### config.mk
export PLATFORM = sky130hd
export DESIGN_NAME = rand_range_sampler
export DESIGN_NICKNAME = d
export VERILOG_FILES = /design/src/rtl/rand_range_sampler.sv
export SDC_FILE = /design/constraint.sdc
export NUM_CORES = 1
export LEC_CHECK = 0
export CAP_MARGIN = 20
export CELL_PAD_IN_SITES_DETAIL_PLACEMENT = 1
export CELL_PAD_IN_SITES_GLOBAL_PLACEMENT = 1
export CORE_MARGIN = 5
export CORE_UTILIZATION = 45
export DETAILED_ROUTE_END_ITERATION = 16
export PLACE_DENSITY_LB_ADDON = 0.1
export SLEW_MARGIN = 20
export SYNTH_ARGS = -nofsm -noshare
export SYNTH_HDL_FRONTEND = slang
export SYNTH_SLANG_ARGS = --single-unit
### constraint.sdc
create_clock -name clk -period 7.2 [get_ports clk]
set_input_delay 0.72 -clock clk [delete_from_list [all_inputs] [get_ports clk]]
set_output_delay 0.72 -clock clk [all_outputs]
set_load 0.01 [all_outputs]
### src/rtl/rand_range_sampler.sv
`default_nettype none
// ============================================================================
// Module   : rand_range_sampler
// Purpose  : Turns a free-running 16-bit LFSR stream into a uniform value in
//            [0, range_i) using mask-and-reject sampling, with a bounded
//            retry count, a fold-back fallback and optional no-repeat rule.
//            Results are delivered over a valid/ack handshake.
// Revision : 1.0 - initial release
// ============================================================================
module rand_range_sampler #(
  parameter int OUT_W     = 8,
  parameter int MAX_TRIES = 16,
  parameter bit NO_REPEAT = 1'b1
) (
  input  logic                             clk,
  input  logic                             rst,
  input  logic [15:0]                      rand_num,
  input  logic                             req,
  input  logic [OUT_W-1:0]                 range_i,
  input  logic                             ack,
  output logic [OUT_W-1:0]                 value_o,
  output logic                             valid_o,
  output logic                             busy_o,
  output logic                             fallback_o,
  output logic                             err_o,
  output logic [$clog2(MAX_TRIES+1)-1:0]   tries_o
);

  localparam int                  c_TW       = $clog2(MAX_TRIES + 1);
  localparam logic [OUT_W-1:0]    c_ONE      = OUT_W'(1);
  localparam logic [c_TW-1:0]     c_LAST_TRY = c_TW'(MAX_TRIES - 1);
  localparam logic [c_TW-1:0]     c_MAX      = c_TW'(MAX_TRIES);

  typedef enum logic [1:0] {
    S_IDLE   = 2'd0,
    S_SAMPLE = 2'd1,
    S_DONE   = 2'd2
  } state_t;

  state_t             r_state;
  logic               r_last_valid;
  logic [OUT_W-1:0]   r_last_value;
  logic [OUT_W-1:0]   r_range_q;
  logic [OUT_W-1:0]   r_mask_q;

  logic [OUT_W-1:0]   w_range_m1;
  logic [OUT_W-1:0]   w_mask_next;
  logic [OUT_W-1:0]   w_cand;
  logic               w_rep_guard;
  logic               w_ok;
  logic [OUT_W-1:0]   w_wrap;
  logic [OUT_W-1:0]   w_fb;

  // Upper LFSR bits are not needed when OUT_W is narrower than the stream.
  generate
    if (OUT_W < 16) begin : g_unused_rand
      logic w_unused_rand;
      assign w_unused_rand = ^rand_num[15:OUT_W];
    end
  endgenerate

  // Smear the highest set bit of (range-1) downward to get the 2^k-1 mask.
  always_comb begin
    w_range_m1  = range_i - c_ONE;
    w_mask_next = w_range_m1;
    for (int s = 1; s < OUT_W; s = s * 2) begin
      w_mask_next = w_mask_next | (w_mask_next >> s);
    end
  end

  // Candidate acceptance and fold-back fallback; cand < 2*range so a single
  // subtraction always lands inside the range.
  always_comb begin
    w_cand      = rand_num[OUT_W-1:0] & r_mask_q;
    w_rep_guard = NO_REPEAT && r_last_valid && (r_range_q > c_ONE);
    w_ok        = (w_cand < r_range_q) && !(w_rep_guard && (w_cand == r_last_value));
    w_wrap      = (w_cand >= r_range_q) ? (w_cand - r_range_q) : w_cand;
    w_fb        = w_wrap;
    if (w_rep_guard && (w_wrap == r_last_value)) begin
      w_fb = (w_wrap == (r_range_q - c_ONE)) ? '0 : (w_wrap + c_ONE);
    end
  end

  // Control FSM with all handshake outputs registered.
  always_ff @(posedge clk) begin
    if (rst) begin
      r_state      <= S_IDLE;
      value_o      <= '0;
      valid_o      <= 1'b0;
      busy_o       <= 1'b0;
      fallback_o   <= 1'b0;
      err_o        <= 1'b0;
      tries_o      <= '0;
      r_last_valid <= 1'b0;
      r_last_value <= '0;
      r_range_q    <= '0;
      r_mask_q     <= '0;
    end else begin
      case (r_state)
        S_IDLE: begin
          if (req) begin
            busy_o <= 1'b1;
            if (range_i == '0) begin
              value_o    <= '0;
              err_o      <= 1'b1;
              fallback_o <= 1'b0;
              tries_o    <= '0;
              valid_o    <= 1'b1;
              r_state    <= S_DONE;
            end else begin
              r_range_q  <= range_i;
              r_mask_q   <= w_mask_next;
              tries_o    <= '0;
              fallback_o <= 1'b0;
              err_o      <= 1'b0;
              r_state    <= S_SAMPLE;
            end
          end
        end

        S_SAMPLE: begin
          if (w_ok) begin
            value_o <= w_cand;
            valid_o <= 1'b1;
            r_state <= S_DONE;
          end else if (tries_o == c_LAST_TRY) begin
            value_o    <= w_fb;
            fallback_o <= 1'b1;
            tries_o    <= c_MAX;
            valid_o    <= 1'b1;
            r_state    <= S_DONE;
          end else begin
            tries_o <= tries_o + 1'b1;
          end
        end

        S_DONE: begin
          if (ack) begin
            r_last_value <= value_o;
            r_last_valid <= !err_o;
            valid_o      <= 1'b0;
            busy_o       <= 1'b0;
            r_state      <= S_IDLE;
          end
        end

        default: begin
          r_state <= S_IDLE;
          valid_o <= 1'b0;
          busy_o  <= 1'b0;
        end
      endcase
    end
  end

endmodule
`default_nettype wire

* Yosys cells after proc, flatten, opt, wreduce, memory -nomap -nowiden *
Cells that the tools add are included.

storage, ports and cells
  register bits = 44
  input port bits = 28
  output and inout bits = 17
  logic and storage cells = 85

cells by class
  add/sub/neg operators = 5
  $lt $le $gt $ge = 3
  equality and inequality tests = 12
  muxes and demuxes = 30
  bitwise gates (word level) = 6
  reductions and logical operators = 18

operator list
  kind                 count
  $mux 8               7
  $eq 8x8->1           3
  $pmux 8 s2           1
  $sub 8x1->8 const B  2
  $mux 5               3
  $reduce_and 3->1     4
  $reduce_and 4->1     3
  $mux 2               5
  $ne 2x2->1 const B   5
  $pmux 5 s2           1
  $mux 1               9
  $add 8x1->8 const B  1
  $and 8x8->8          1
  $ge 8x8->1           1
  $gt 8x1->1 const B   1
  $logic_not 8->1      1
  $lt 8x8->1           1
  $or 8x4->8           1
  $or 8x6->8           1
  $or 8x7->8           1
  $sub 8x8->8          1
  $pmux 1 s3           2
  $pmux 2 s3           1
  $add 5x1->5 const B  1
  other kinds (11)     17

* Depth between registers and ports, before layout *
Gate-level depths: netlist of run 1.

  word-level depth = 9
  mapped depth = 17

* Least setup slack after synthesis of run 1 *
Ideal clock, no wire load.

  path kind = input to register
  from = in rand_num[5]
  to = reg value_o[0]
  library setup time = 0.080 ns
  arrival time = 3.888 ns
  path slack = 3.233 ns
  stages on the path = 15
  buffers on the path = 3
  path through = and2_1 -> clkbuf_1 -> ha_1 -> buf_2 -> nand4_1 -> or4_4 -> o21ai_4 -> mux2i_1 -> a21boi_0 -> nor4bb_1 -> and4_1 -> buf_4 -> a21bo_1 -> a221o_1 -> a211oi_2

between the ends
  cells in the longest elaborated chain, start to end = 9

ends and longest elaborated chain
  element                                             line    RTL
  start, declared                                     17      input logic [15:0] rand_num,
  $and 8x8->8 (*)                                     74      w_cand = rand_num[OUT_W-1:0] & r_mask_q;
  $ge 8x8->1 / $sub 8x8->8 (equally long branches)    77      w_wrap = (w_cand >= r_range_q) ? (w_cand - r_range_q) : w_cand;
  $mux 8                                              77
  $add 8x1->8 (tied with other cells)                 80      w_fb = (w_wrap == (r_range_q - c_ONE)) ? '0 : (w_wrap + c_ONE);
  $mux 8 / $logic_and 1x1->1 (equally long branches)  80, 79
  $mux 8                                              79      if (w_rep_guard && (w_wrap == r_last_value)) begin
  $mux 8                                              126     end else if (tries_o == c_LAST_TRY) begin
  $mux 8                                              122     if (w_ok) begin
  $pmux 8 s2                                          99      case (r_state)
  end signal, assigned                                123     value_o <= w_cand;
  end signal, assigned                                127     value_o <= w_fb;
  end, declared                                       21      output logic [OUT_W-1:0] value_o,

Every way passes the cells marked *; elsewhere a longest branch is shown, timed or not. The select of a mux whose other input is x is not followed.
A chain may end at the register's enable or synchronous reset.

* Worst setup path in the final report of run 1 *
  from = in rand_num[0]
  to = reg value_o[4]

between the ends
  cells in the longest elaborated chain, start to end = 9

ends and longest elaborated chain
  element                                             line
  $and 8x8->8 (*)                                     74
  $sub 8x8->8 / $ge 8x8->1 (equally long branches)    77
  $mux 8                                              77
  $add 8x1->8 (tied with other cells)                 80
  $mux 8 / $logic_and 1x1->1 (equally long branches)  80, 79
  $mux 8                                              79
  $mux 8                                              126
  $mux 8                                              122
  $pmux 8 s2                                          99

Marks and branches as above.

==> results of run 1 <==
## final timing paths
| kind | start | endpoint | slack, ns | cells past startpoint |
|---|---|---|---|---|
| worst max-delay path | rand_num[0] | value_o[4]$_SDFFE_PP0P_ | 2.19 | 14 |
| worst min-delay path | valid_o$_SDFFE_PP0P_ | valid_o$_SDFFE_PP0P_ | 0.48 | 2 |
| worst max register to register | r_mask_q[0]$_SDFFE_PP0P_ | value_o[4]$_SDFFE_PP0P_ | 2.72 | 13 |
| worst min register to register | valid_o$_SDFFE_PP0P_ | valid_o$_SDFFE_PP0P_ | 0.48 | 2 |
## state kept, by name (all words and copies together) (netlist names)
signal	count
r_state	2
r_range_q	8
r_mask_q	8
valid_o	1
r_last_valid	1
r_last_value	8
value_o	8
fallback_o	1
err_o	1
busy_o	1
tries_o	5
## per-stage QoR
step / setup WS, ns / cell area (um2)
2_1_floorplan: 3.23 / 3700
3_3_place_gp: 2.13 / 4110
4_1_cts: 2.29 / 4210
3_5_place_dp: 1.97 / 4110
6_report: 2.19 / 4210
5_1_grt: 1.94 / 4210
## layout make-up
class | instances | area (um2) | share of cell area [%]
multi-input cells | 407 | 2640 | 62.8
flip-flops and latches | 44 | 881 | 20.9
repair buffers | 39 | 383 | 9.10
well taps | 105 | 131 | 3.12
clock buffers | 7 | 86.3 | 2.05
inverters | 21 | 78.8 | 1.87
clock inverters | 1 | 7.51 | 0.178
## power breakdown
group	internal [mW]	leakage, nW	total, mW	switching, mW
Clock	0.0781	0.0445	0.164	0.0861
Combinational	0.163	1.20	0.423	0.261
Sequential	0.256	0.359	0.272	0.0165
## layer usage
| metal | vias to the layer above | part of all wire, % | global-route usage (%) |
|---|---|---|---|
| li1 | 1854 | - | - |
| met1 | 1833 | 47 | 32.4 |
| met2 | 84 | 48 | 40.3 |
| met3 | 20 | 3.3 | 2.98 |
| met4 | 0 | 2.4 | 8.29 |
| met5 | - | 0 | 0 |
## cells by family after synthesis
group                      Yosys count
AOI/OAI and AO/OA                  137
xor gates and xnor gates            26
adders and majority gates           16
buffers and inverters               44
DFF                                 44
muxes                               16
and+or+nand+nor                    212
## worst reg2reg max path, delay by kind of cell (launching register included)
family	cells	cell delay, ns
DFF	1	0.44
and+or+nand+nor	7	2.22
xor gates and xnor gates	1	0.14
AOI/OAI and AO/OA	3	0.76
adders and majority gates	2	0.79
## cells in the final DEF, fill, tap and decap left out, drive strengths merged, types with 7 or more instances in the layout
| master | count |
|---|---|
| mux2i | 14 |
| inv | 21 |
| o21ai | 20 |
| a21oi | 48 |
| nor2 | 55 |
| and3 | 7 |
| nor4 | 9 |
| xnor2 | 21 |
| nand2 | 53 |
| ha | 13 |
| nor3 | 20 |
| clkbuf | 7 |
| nand4 | 9 |
| clkdlybuf4s50 | 36 |
| and2 | 12 |
| nand3 | 14 |
| a211oi | 10 |
| dfxtp | 44 |
==> metrics, run 1 <==
status=finished, final reports clean; most instantiated cells after synthesis=nor2_1 (55), nand2_1 (52), a21oi_1 (48); crit share post-route=69.6%; sequential cell area fraction in the yosys report=23.8%; worst-path fanout max=9; post-synth net total=537; Ports=45; Final Setup Violations=0; Tmin final=5.01 ns; post-synth top area cell=dfxtp_1; pin count of the biggest net entering global routing=47; via count=3,791; synth unique cells=80; drt total wl=12.0 mm; Worst-Skew Late Latency=0.30 ns; Worst path max stage delay=0.63 ns; adder-cell share of the synthesized area=5.51%; Routed WL per cell=19.3 um; Worst Hold Class=register to register; fin cells=624; Area growth, synth to finish=13.7%; placed instance count=616; H-tree depth=2; area of the die=10,100 um2; top cell type's share of synthesized area=23.8%; Resized cells post-CTS=0; Post-Synth XOR/XNOR Area=6.15%; kind of critical path=input port to register; layout cells sized above 1=5.78%; chip width=101 um; power density over the cells=204 nW/um2; clock slew seen by the registers of the worst setup and hold paths=0.09 ns; Tot GR Track Use=24.2%; Max Clock Freq=200 MHz; Initial Utilization=45.5%; maxcap violations=0; DR vias/cell=6.08; crit path DAT=5.19 ns; Synth Area in Compound Gates=26.1%; Worst Tran Pin Value=0.840 ns; chip height=101 um; Core Footprint=8130 um2; Core Rows=33; simple-gate share of the synthesized area=29.1%; routability cong.=0.919; Hold WS=0.482 ns; #FFs+latches synth=44; Syn Std Cell Area=3700 um2; post-synthesis mux area share=4.39%; CTS tree=yes; NumNets Final=560; CTS root buf=clkbuf_8; Post-CTS Setup Inserts=0; Post-Syn Instances=495; Post-synth EDFFs=0; Peak VDD IR=0.112 mV; slew margin rel.=43.2%; CTS buffer count=5; CP required=7.38 ns; port bufs=36; TritonRoute pass-1 iters=4; Synth Flop Type=dfxtp_1; critical path's slowest cell=nor4_1; worst clock skew=0.0114 ns; largest family of logic cells by synthesized area=simple AND/OR/NAND/NOR gates; final core utilization=51.7%; CP top delay family=simple AND/OR/NAND/NOR gates; Setup TNS=0 ns; Static Leakage=1.61 nW; Ys Warns=0; Worst Path Buf+Inv=1; CP endpoint kind=register; antenna violations before repair=0; DRC violations left=0; vias in the first global route=3,870; Antenna diodes=0; clock net sink count=44; CTS hold repair buffers=0; total power=0.860 mW; type of origin of the critical path=input port; RSZ-0062 raised after global routing=false; GR Overflow Total=0; maximum clock path buffer count=2; Slew Viols, Final=0; initial DRC count=145; Area contributors post-synth=dfxtp_1 (24%), a21oi_1 (6.5%), nor2_1 (5.6%); Hold Violations, Final=0; fillers=1,051; crit path cell chain=clkdlybuf4s50_1 > nand2_1 > ha_1 > fa_1 > nor2_1 > a211o_1 > nand4_1 > nand2_2 > a21oi_1 > xnor2_1 > nor4_1 > nand2_1 > a211oi_1 > nor3_1; first-pass GRT wire length=19.6 mm; most frequent cell after synthesis=nor2_1; asr flop ratio synth=0%; syn avg cell area=7.48 um2; post-route ant nets=0; post-DP HPWL=9.32 mm; Worst path most repeated cell=nand2_1
Power figures use the tool's default switching activity.
==> run 2: changes to the inputs <==
CORE_UTILIZATION = 38   (was 45)
clock period = 4.2 ns   (was 7.2 ns; I/O delays follow)
==> metrics, run 2 (same netlist as run 1, synthesis figures left out) <==
status=finished, final reports clean (unchanged); maximum clock path buffer count=2 (unchanged); Area growth, synth to finish=26.8% (was 13.7%); DR vias/cell=5.71 (was 6.08); H-tree depth=2 (unchanged); clock slew seen by the registers of the worst setup and hold paths=0.10 ns (was 0.09 ns); type of origin of the critical path=input port (unchanged); post-route worst setup slack=0.261 ns (was 2.19 ns); hold depth=2 (unchanged); pin count of the biggest net entering global routing=29 (was 47); Antenna diodes=0 (unchanged); kind of critical path=input port to register (unchanged); worst-path fanout max=8 (was 9); crit path from=rand_num[6] (was rand_num[0]); Routed WL per cell=18.1 um (was 19.3 um); maxcap violations=0 (unchanged); clock power share=21.4% (was 19.1%); DRC violations left=0 (unchanged); Worst Hold Class=register to register (unchanged); Tot GR Track Use=22.2% (was 24.2%); clock net sink count=44 (unchanged); routability cong.=0.886 (was 0.919); Worst-Skew Late Latency=0.31 ns (was 0.30 ns); GR Overflow Total=0 (unchanged); Worst Tran Pin Value=0.830 ns (was 0.840 ns); Ports=45 (unchanged); commonest non-fill, non-tap cell in the layout=buf_4 (was nor2_1); first-pass GRT wire length=20.8 mm (was 19.6 mm); drt total wl=12.8 mm (was 12.0 mm); antenna violations before repair=0 (unchanged); Pint=1.02 mW (was 0.497 mW); CTS buffer count=5 (unchanged); CP endpoint kind=register (unchanged); pre-CTS setup slack=-0.000870 ns (was 1.97 ns); Peak VDD IR=0.160 mV (was 0.112 mV); CTS hold repair buffers=0 (unchanged); worst clock skew=0.0104 ns (was 0.0114 ns); TritonRoute pass-1 iters=4 (unchanged); Hold WS=0.479 ns (was 0.482 ns); post-route ant nets=0 (unchanged); Static Leakage=1.90 nW (was 1.61 nW); initial DRC count=119 (was 145); power density over the cells=361 nW/um2 (was 204 nW/um2); Tmin final=3.94 ns; NumNets Final=614 (was 560); Setup TNS=0 ns (unchanged); Comb power frac=51.0% (was 49.2%); Slew Viols, Final=0 (unchanged); Initial Utilization=38.4% (was 45.5%); RR Startpoint=r_mask_q[6]$_SDFFE_PP0P_ (was r_mask_q[0]$_SDFFE_PP0P_); crit share post-route=93.8%; Core Footprint=9640 um2 (was 8130 um2); Switching Power=0.673 mW (was 0.363 mW); fin area=4700 um2 (was 4210 um2); CTS root buf=clkbuf_8 (unchanged); area of the die=11,800 um2 (was 10,100 um2); switching share of total power=39.7% (was 42.2%); final core utilization=48.7% (was 51.7%); Core Rows=36 (was 33); Max Clock Freq=254 MHz; RSZ-0062 raised after global routing=false (unchanged); layout cells sized above 1=15.0% (was 5.78%); via count=4,031 (was 3,791); Hold Violations, Final=0 (unchanged); hold wc startpoint=r_range_q[5]$_SDFFE_PP0P_ (was valid_o$_SDFFE_PP0P_); crit path DAT=4.11 ns (was 5.19 ns); CTS tree=yes (unchanged); sequential power share=27.5% (was 31.7%); CP required=4.37 ns (was 7.38 ns); chip width=109 um (was 101 um); port bufs=36 (unchanged); most frequent cells in the layout=buf_4 (56), nor2_1 (55), nand2_1 (52) (was nor2_1 (55), nand2_1 (52), a21oi_1 (48)); Final Setup Violations=0 (unchanged); area post-placement=4570 um2 (was 4110 um2); slew margin rel.=43.9% (was 43.2%); reg2reg path depth=17 (was 13); vias in the first global route=4,139 (was 3,870); post-DP HPWL=10.3 mm (was 9.32 mm); chip height=109 um (was 101 um)
[run 2: changes by cell type in the layout (fill, tap and decap cells not counted)]
cell	before	now
bufinv_16	0	1
buf_12	0	1
clkbuf_1	1	0
clkinvlp_4	1	0
clkinv_4	0	1
buf_4	3	56
a221oi_1	1	0
a221oi_2	2	3
[run 2: cell type report]
cell class | count | area [um2]
clock buffers | 6 | 82.6
clock inverters | 2 | 38.8
fillers | 1237 | 4940
inverters | 21 | 78.8
multi-input cells | 407 | 2650
flip-flops and latches | 44 | 881
well taps | 133 | 166
repair buffers | 93 | 801
[run 2: path summary, 6_finish.rpt]
| path | to | slack (ns) |
|---|---|---|
| setup reg to reg | value_o[1]$_SDFFE_PP0P_ | 0.46 |
| hold reg to reg | r_range_q[5]$_SDFFE_PP0P_ | 0.48 |
| setup / recovery | value_o[1]$_SDFFE_PP0P_ | 0.26 |
| hold / removal | r_range_q[5]$_SDFFE_PP0P_ | 0.48 |
[run 2: critical path, cell delays in order]
cell	delay, ns
clkdlybuf4s50_1	0.39
nand2_1	0.12
inv_1	0.08
ha_1	0.37
a21o_1	0.26
a221oi_2	0.34
buf_4	0.18
o21ai_4	0.06
buf_4	0.17
nor4_1	0.24
o21ai_1	0.10
nor4bb_1	0.35
and4_1	0.35
buf_4	0.15
nand2_1	0.06
buf_4	0.19
o21ai_1	0.19
a311oi_1	0.11
[run 2: repair_timing]
action                     in CTS  in global routing
gates resized for setup         0                  1
setup buffers                   0                  0
setup endpoints to repair       0                  1
[run 2: per-stage QoR]
stage               total power [mW]  std cells
floorplan                       1.00        495
CTS                             1.70        706
global placement                1.30        698
global route                    1.80        706
finish                          1.70        706
detailed placement              1.33        698
[run 2: power groups by stage]
stage	registers (mW)	clock network (mW)	logic [mW]
2_1_floorplan	0.466	0	0.538
3_3_place_gp	0.475	0	0.825
3_5_place_dp	0.477	0	0.850
4_1_cts	0.467	0.371	0.857
5_1_grt	0.471	0.389	0.942
6_report	0.467	0.364	0.865
[run 2: per-layer routing]
layer	wire, um	vias up	global-route usage (%)
met2	6190	79	38.2
met5	0	-	0
met1	5870	1967	29.0
met4	276	0	6.85
li1	-	1964	-
met3	440	21	2.61
==> RTL change 1: new RTL, settings of run 2 <==
The parameter `MAX_TRIES` goes from 16 to 8.
--- a/src/rtl/rand_range_sampler.sv
+++ b/src/rtl/rand_range_sampler.sv
@@ -9,7 +9,7 @@
 // ============================================================================
 module rand_range_sampler #(
   parameter int OUT_W     = 8,
-  parameter int MAX_TRIES = 16,
+  parameter int MAX_TRIES = 8,
   parameter bit NO_REPEAT = 1'b1
 ) (
   input  logic                             clk,
Ports: changed (resized tries_o); port bits go from 45 to 44. No check against the original RTL was run, so the function may have changed too.
==> RTL change 1 against run 2 <==
Highest routed layer unchanged; non-clock buffer count increased by 8; design area rose by 0.83%; sequential power rose by 3%; clock skew is 2.4 ps higher; via count is 2.1% lower; first-iteration DRC count rose by 32%; routed wire length fell by 1.5%; sequential cell count shrank 1; total power grew 6.0%; maximum frequency decreased by 2.9%; count of clock-buffer cells in the layout is 1 lower; critical endpoint is now value_o[7]; synthesized area is 1.4% lower; setup slack got worse by 120 ps; utilization grew 2.3 points.
==> RTL change 1: results (changes against run 2) <==
Final layout
  • Share of cells above drive strength 1: 0.212 (+0.0616)
  • # nets final: 607 (-1.1%)
  • Fillcell total: 1169 (-5.5%)
  • Area growth from synthesis to layout: 29.7%

Placed design
  • Post-DP HPWL: 9960 um (-3.5%)
  • Post-DP Area: 4510 um^2 (-1.2%)
  • # port buffers: 35 (-2.8%)
  • Placed Instances: 682 (-2.3%)
  • GPL Wtd Cong: 0.906 (+2.2%)
  • Setup WS pre-CTS: -326 ps (-325 ps)

Routing
  • Routed WL per cell: 18.1 um (-0.13%)
  • Vias per std cell: 5.67 (-0.70%)
  • Iter 0 DRT Violations: 157 (+32%)
  • Overall routed net length: 12600 um (-1.5%)

Global routing
  • Vias in the first global route: 4079 (-1.4%)
  • GRT Total Usage: 0.219 (-0.00276)
  • First-pass GRT wire length: 20500 um (-1.4%)
  • Pin count of the biggest net entering global routing: 31 (+6.9%)

Pwr
  • Net Sw Frac: 0.430 (+0.0331)
  • P_leak: 1.85 nW (-2.4%)
  • P_seq: 0.000482 W (+3%)
  • Power share of the sequential group: 0.268 (-0.007)
  • P_clk: 0.000287 W (-21%)
  • Max IR drop VDD: 0.174 mV (+8.7%)

Setup path
  • Reg-to-Reg Start: r_range_q[2]
  • Critical Path Source: rand_num[0]
  • Worst R2R End: value_o[6]
  • Top delay family on crit path: simple AND/OR/NAND/NOR gates
  • Critical Path End: value_o[7]
  • CP arrival: 4300 ps (+190 ps)
  • R2r setup slk: 340 ps (-120 ps)
  • Crit Path Max Fanout: 6 (-2)
  • CP peak stage delay: 530 ps (+140 ps)
  • CP max-delay cell: or4_4
  • R2R cell count: 11 (-6)

Timing
  • Fmax: 247 MHz (-2.9%)
  • Clock skew: 12.8 ps (+2.41 ps)
  • Worst hold-check slack: 474 ps (-4.89 ps)
  • Slew @ Worst Pin: 770 ps (-60.2 ps)

Synthesis
  • Post-synthesis cell count: 480 (-3.0%)
  • Sequential area share after synthesis: 0.236 (-0.00206)
  • Warnings, synthesis: 0 (unchanged)
  • Synth unique cells: 83 (+3.8%)
  • Mux cell area share after synthesis: 0.0274 (-0.0165)
  • Synth top cells by count: nand2_1, nor2_1, dfxtp_1
  • Total nets after synthesis: 521 (-3.0%)
  • Synth Area in Compound Gates: 0.273 (+0.0116)
  • Adder-cell area share of the yosys netlist: 0.0521 (-0.00298)
  • Largest family of logic cells by synthesized area: simple AND/OR/NAND/NOR gates

Hold path
  • Hold path start: r_last_value[4]
  • Hold path endpoint: r_last_value[4]

Run status
  • Status: finished, final reports clean
[RTL change 1: cell count changes after synthesis, moves of 7 or more]
| cell | change |
|---|---|
| a21oi_1 | -7 |
| and2_1 | -7 |
| nand3_1 | -7 |
| nand2_1 | +9 |
[RTL change 1: per-layer routing]
layer | track usage | vias up | wire length, um
met4 | 0.0514 | 0 | 218
met1 | 0.290 | 1955 | 5870
met5 | 0 | - | 0
met3 | 0.0310 | 20 | 342
met2 | 0.376 | 54 | 6140
li1 | - | 1917 | -
[RTL change 1: timing repair]
item / 4_1_cts / 5_1_grt
endpoints found under the hold margin: 0 / 0
gates resized for setup: 2 / 17
buffers inserted: 2 / 5
pin swaps: 2 / 9
endpoints found under the setup margin: 1 / 8
[RTL change 1: final cells by class]
class                           instances  area share
Tap cell                              129      0.0341
Sequential cell                        43       0.182
Clock inverter                          3     0.00502
Inverter                               26      0.0206
Clock buffer                            5      0.0145
Timing Repair Buffer                  101       0.179
Multi-Input combinational cell        389       0.564
==> RTL change 2: new RTL, flow settings as in run 2 <==
Without the edit above. Encoding of `state_t`: now one-hot (3 bits for 3 states).
--- a/src/rtl/rand_range_sampler.sv
+++ b/src/rtl/rand_range_sampler.sv
@@ -31,10 +31,10 @@
   localparam logic [c_TW-1:0]     c_LAST_TRY = c_TW'(MAX_TRIES - 1);
   localparam logic [c_TW-1:0]     c_MAX      = c_TW'(MAX_TRIES);
 
-  typedef enum logic [1:0] {
-    S_IDLE   = 2'd0,
-    S_SAMPLE = 2'd1,
-    S_DONE   = 2'd2
+  typedef enum logic [2:0] {
+    S_IDLE   = 3'b001,
+    S_SAMPLE = 3'b010,
+    S_DONE   = 3'b100
   } state_t;
 
   state_t             r_state;
Behaviour: same outputs for any inputs over 4 cycles, from zero or initial values and one cycle with rst high; so few cycles prove little.
==> RTL change 2 against run 2 <==
Clock skew is 3.1 ps higher; hold slack better by 17 ps; sequential cell count is 1 higher; synthesized area is 2.6% lower; setup slack worse by 31 ps; routed wire length is 8.9% lower; via count is 9.4% lower; first-iteration DRC count is 41% higher; largest cell class unchanged; count of clock-buffer cells in the layout is 1 lower; critical path type unchanged; design area is 5.7% lower.
Power is not compared: it rests on default switching activity, and its combinational part moved more than twofold at a synthesized area within 25%.
==> RTL change 2: results (changes against run 2) <==
Final layout
  • Final Cell Area: 4430 um^2 (-5.7%)
  • Fillcell total: 1132 (-8.5%)
  • FF/Latch Area: 901 um^2 (+2.3%)
  • #MultiIn Comb: 379 (-6.9%)
  • Multi-input logic area: 2530 um^2 (-4.3%)
  • # nets final: 570 (-7.2%)
  • Share of cells above drive strength 1: 0.125 (-0.0253)
  • Non-clk buf share: 0.149 (-0.0213)
  • Clk cell area share: 0.0204 (-0.00550)
  • Bufs w/o clock: 76 (-18%)

Routing
  • Vias per std cell: 5.55 (-2.8%)
  • Routed Antenna Nets: 0 (unchanged)
  • Routed WL per cell: 17.7 um (-2.3%)
  • DR WL met2: 5510 um (-11%)
  • Iter 0 DRT Violations: 168 (+41%)
  • Vias: 3653 (-9.4%)
  • Met1 WL: 5520 um (-5.9%)
  • Met3 routed WL: 351 um (-20%)

Synthesis
  • Largest cells by area after synthesis: dfxtp_1, xnor2_1, nor2_1
  • Adder-cell area share of the yosys netlist: 0.0538 (-0.00132)
  • Mux cell area share after synthesis: 0.0739 (+0.0299)
  • Total nets after synthesis: 509 (-5.2%)
  • Synth top cells by count: nor2_1, dfxtp_1, nand2_1
  • Synth unique cells: 67 (-16%)
  • Mean Syn Cell Area: 7.72 um^2 (+3.3%)
  • XOR/XNOR Fraction of Synth Area: 0.0995 (+0.0380)
  • Synth Area in Compound Gates: 0.220 (-0.0410)
  • Register bit total from synthesis: 45 (+2.3%)
  • Sequential area share after synthesis: 0.250 (+0.0118)
  • Predominant post-synthesis flop cell: dfxtp_1
  • Warnings, synthesis: 0 (unchanged)
  • FFs w/ async S/R, synth: 0 (unchanged)

Run status
  • Status: finished, final reports clean

Timing
  • Clock skew: 13.4 ps (+3.06 ps)
  • Max-slew headroom: 0.464 (+0.0257)

Setup path
  • CP peak stage delay: 450 ps (+60 ps)
  • CP bufs+invs: 4 (-2)
  • R2R cell count: 15 (-2)
  • Crit Path Max Fanout: 7 (-1)
  • Top delay family on crit path: compound AO/OA/AOI/OAI gates
  • Reg-to-Reg Start: r_mask_q[0]

Hold path
  • Hold path endpoint: r_mask_q[5]
  • Hold path start: r_mask_q[5]

Placed design
  • Post-DP Area: 4330 um^2 (-5.2%)
  • # port buffers: 36 (unchanged)
  • Setup WS pre-CTS: -9.86 ps (-8.99 ps)
  • Placed Instances: 650 (-6.9%)
  • GPL Wtd Cong: 0.892 (+0.64%)

Global routing
  • GRT Total Usage: 0.212 (-0.00945)
  • Global Route met2 Usage: 0.355 (-0.0265)
  • Met3 GRT Util: 0.0300 (+0.00394)
  • First-pass GRT wire length: 19700 um (-5.2%)
  • Vias in the first global route: 3939 (-4.8%)
  • Pin count of the biggest net entering global routing: 24 (-17%)
  • GR met1 Demand/Resource: 0.283 (-0.00685)
  • Number of antenna violations at the first check in global routing: 0 (unchanged)

CTS
  • # Post-CTS Setup Buffers: 0 (unchanged)
  • Clock-pin slew on the worst setup and hold paths: 100 ps (about the same)
## RTL change 2: how the worst max path moves through the flow
stage	from	to	slack, ps	depth (start not counted)
after floorplan	rand_num[0]	value_o[0]	540	15
after global placement	rand_num[0]	value_o[0]	50	16
after detailed placement	rand_num[0]	value_o[0]	-10	14
after CTS	rand_num[0]	value_o[1]	300	15
after global routing	rand_num[0]	value_o[0]	10	15
final	rand_num[0]	value_o[1]	230	16
## RTL change 2: through the flow
step           power (W)  hold WS [ps]
2_1_floorplan    0.00270           464
3_3_place_gp     0.00364           474
3_5_place_dp     0.00374           481
4_1_cts          0.00404           499
5_1_grt          0.00439           523
6_report         0.00407           497
## RTL change 2: where the power goes
| group | internal (W) | leakage [nW] | total [W] | switching [W] |
|---|---|---|---|---|
| registers | 0.000520 | 0.367 | 0.000617 | 0.0000971 |
| logic | 0.00140 | 1.28 | 0.00317 | 0.00177 |
| clock network | 0.000118 | 0.0445 | 0.000282 | 0.000163 |
| total | 0.00203 | 1.69 | 0.00407 | 0.00203 |
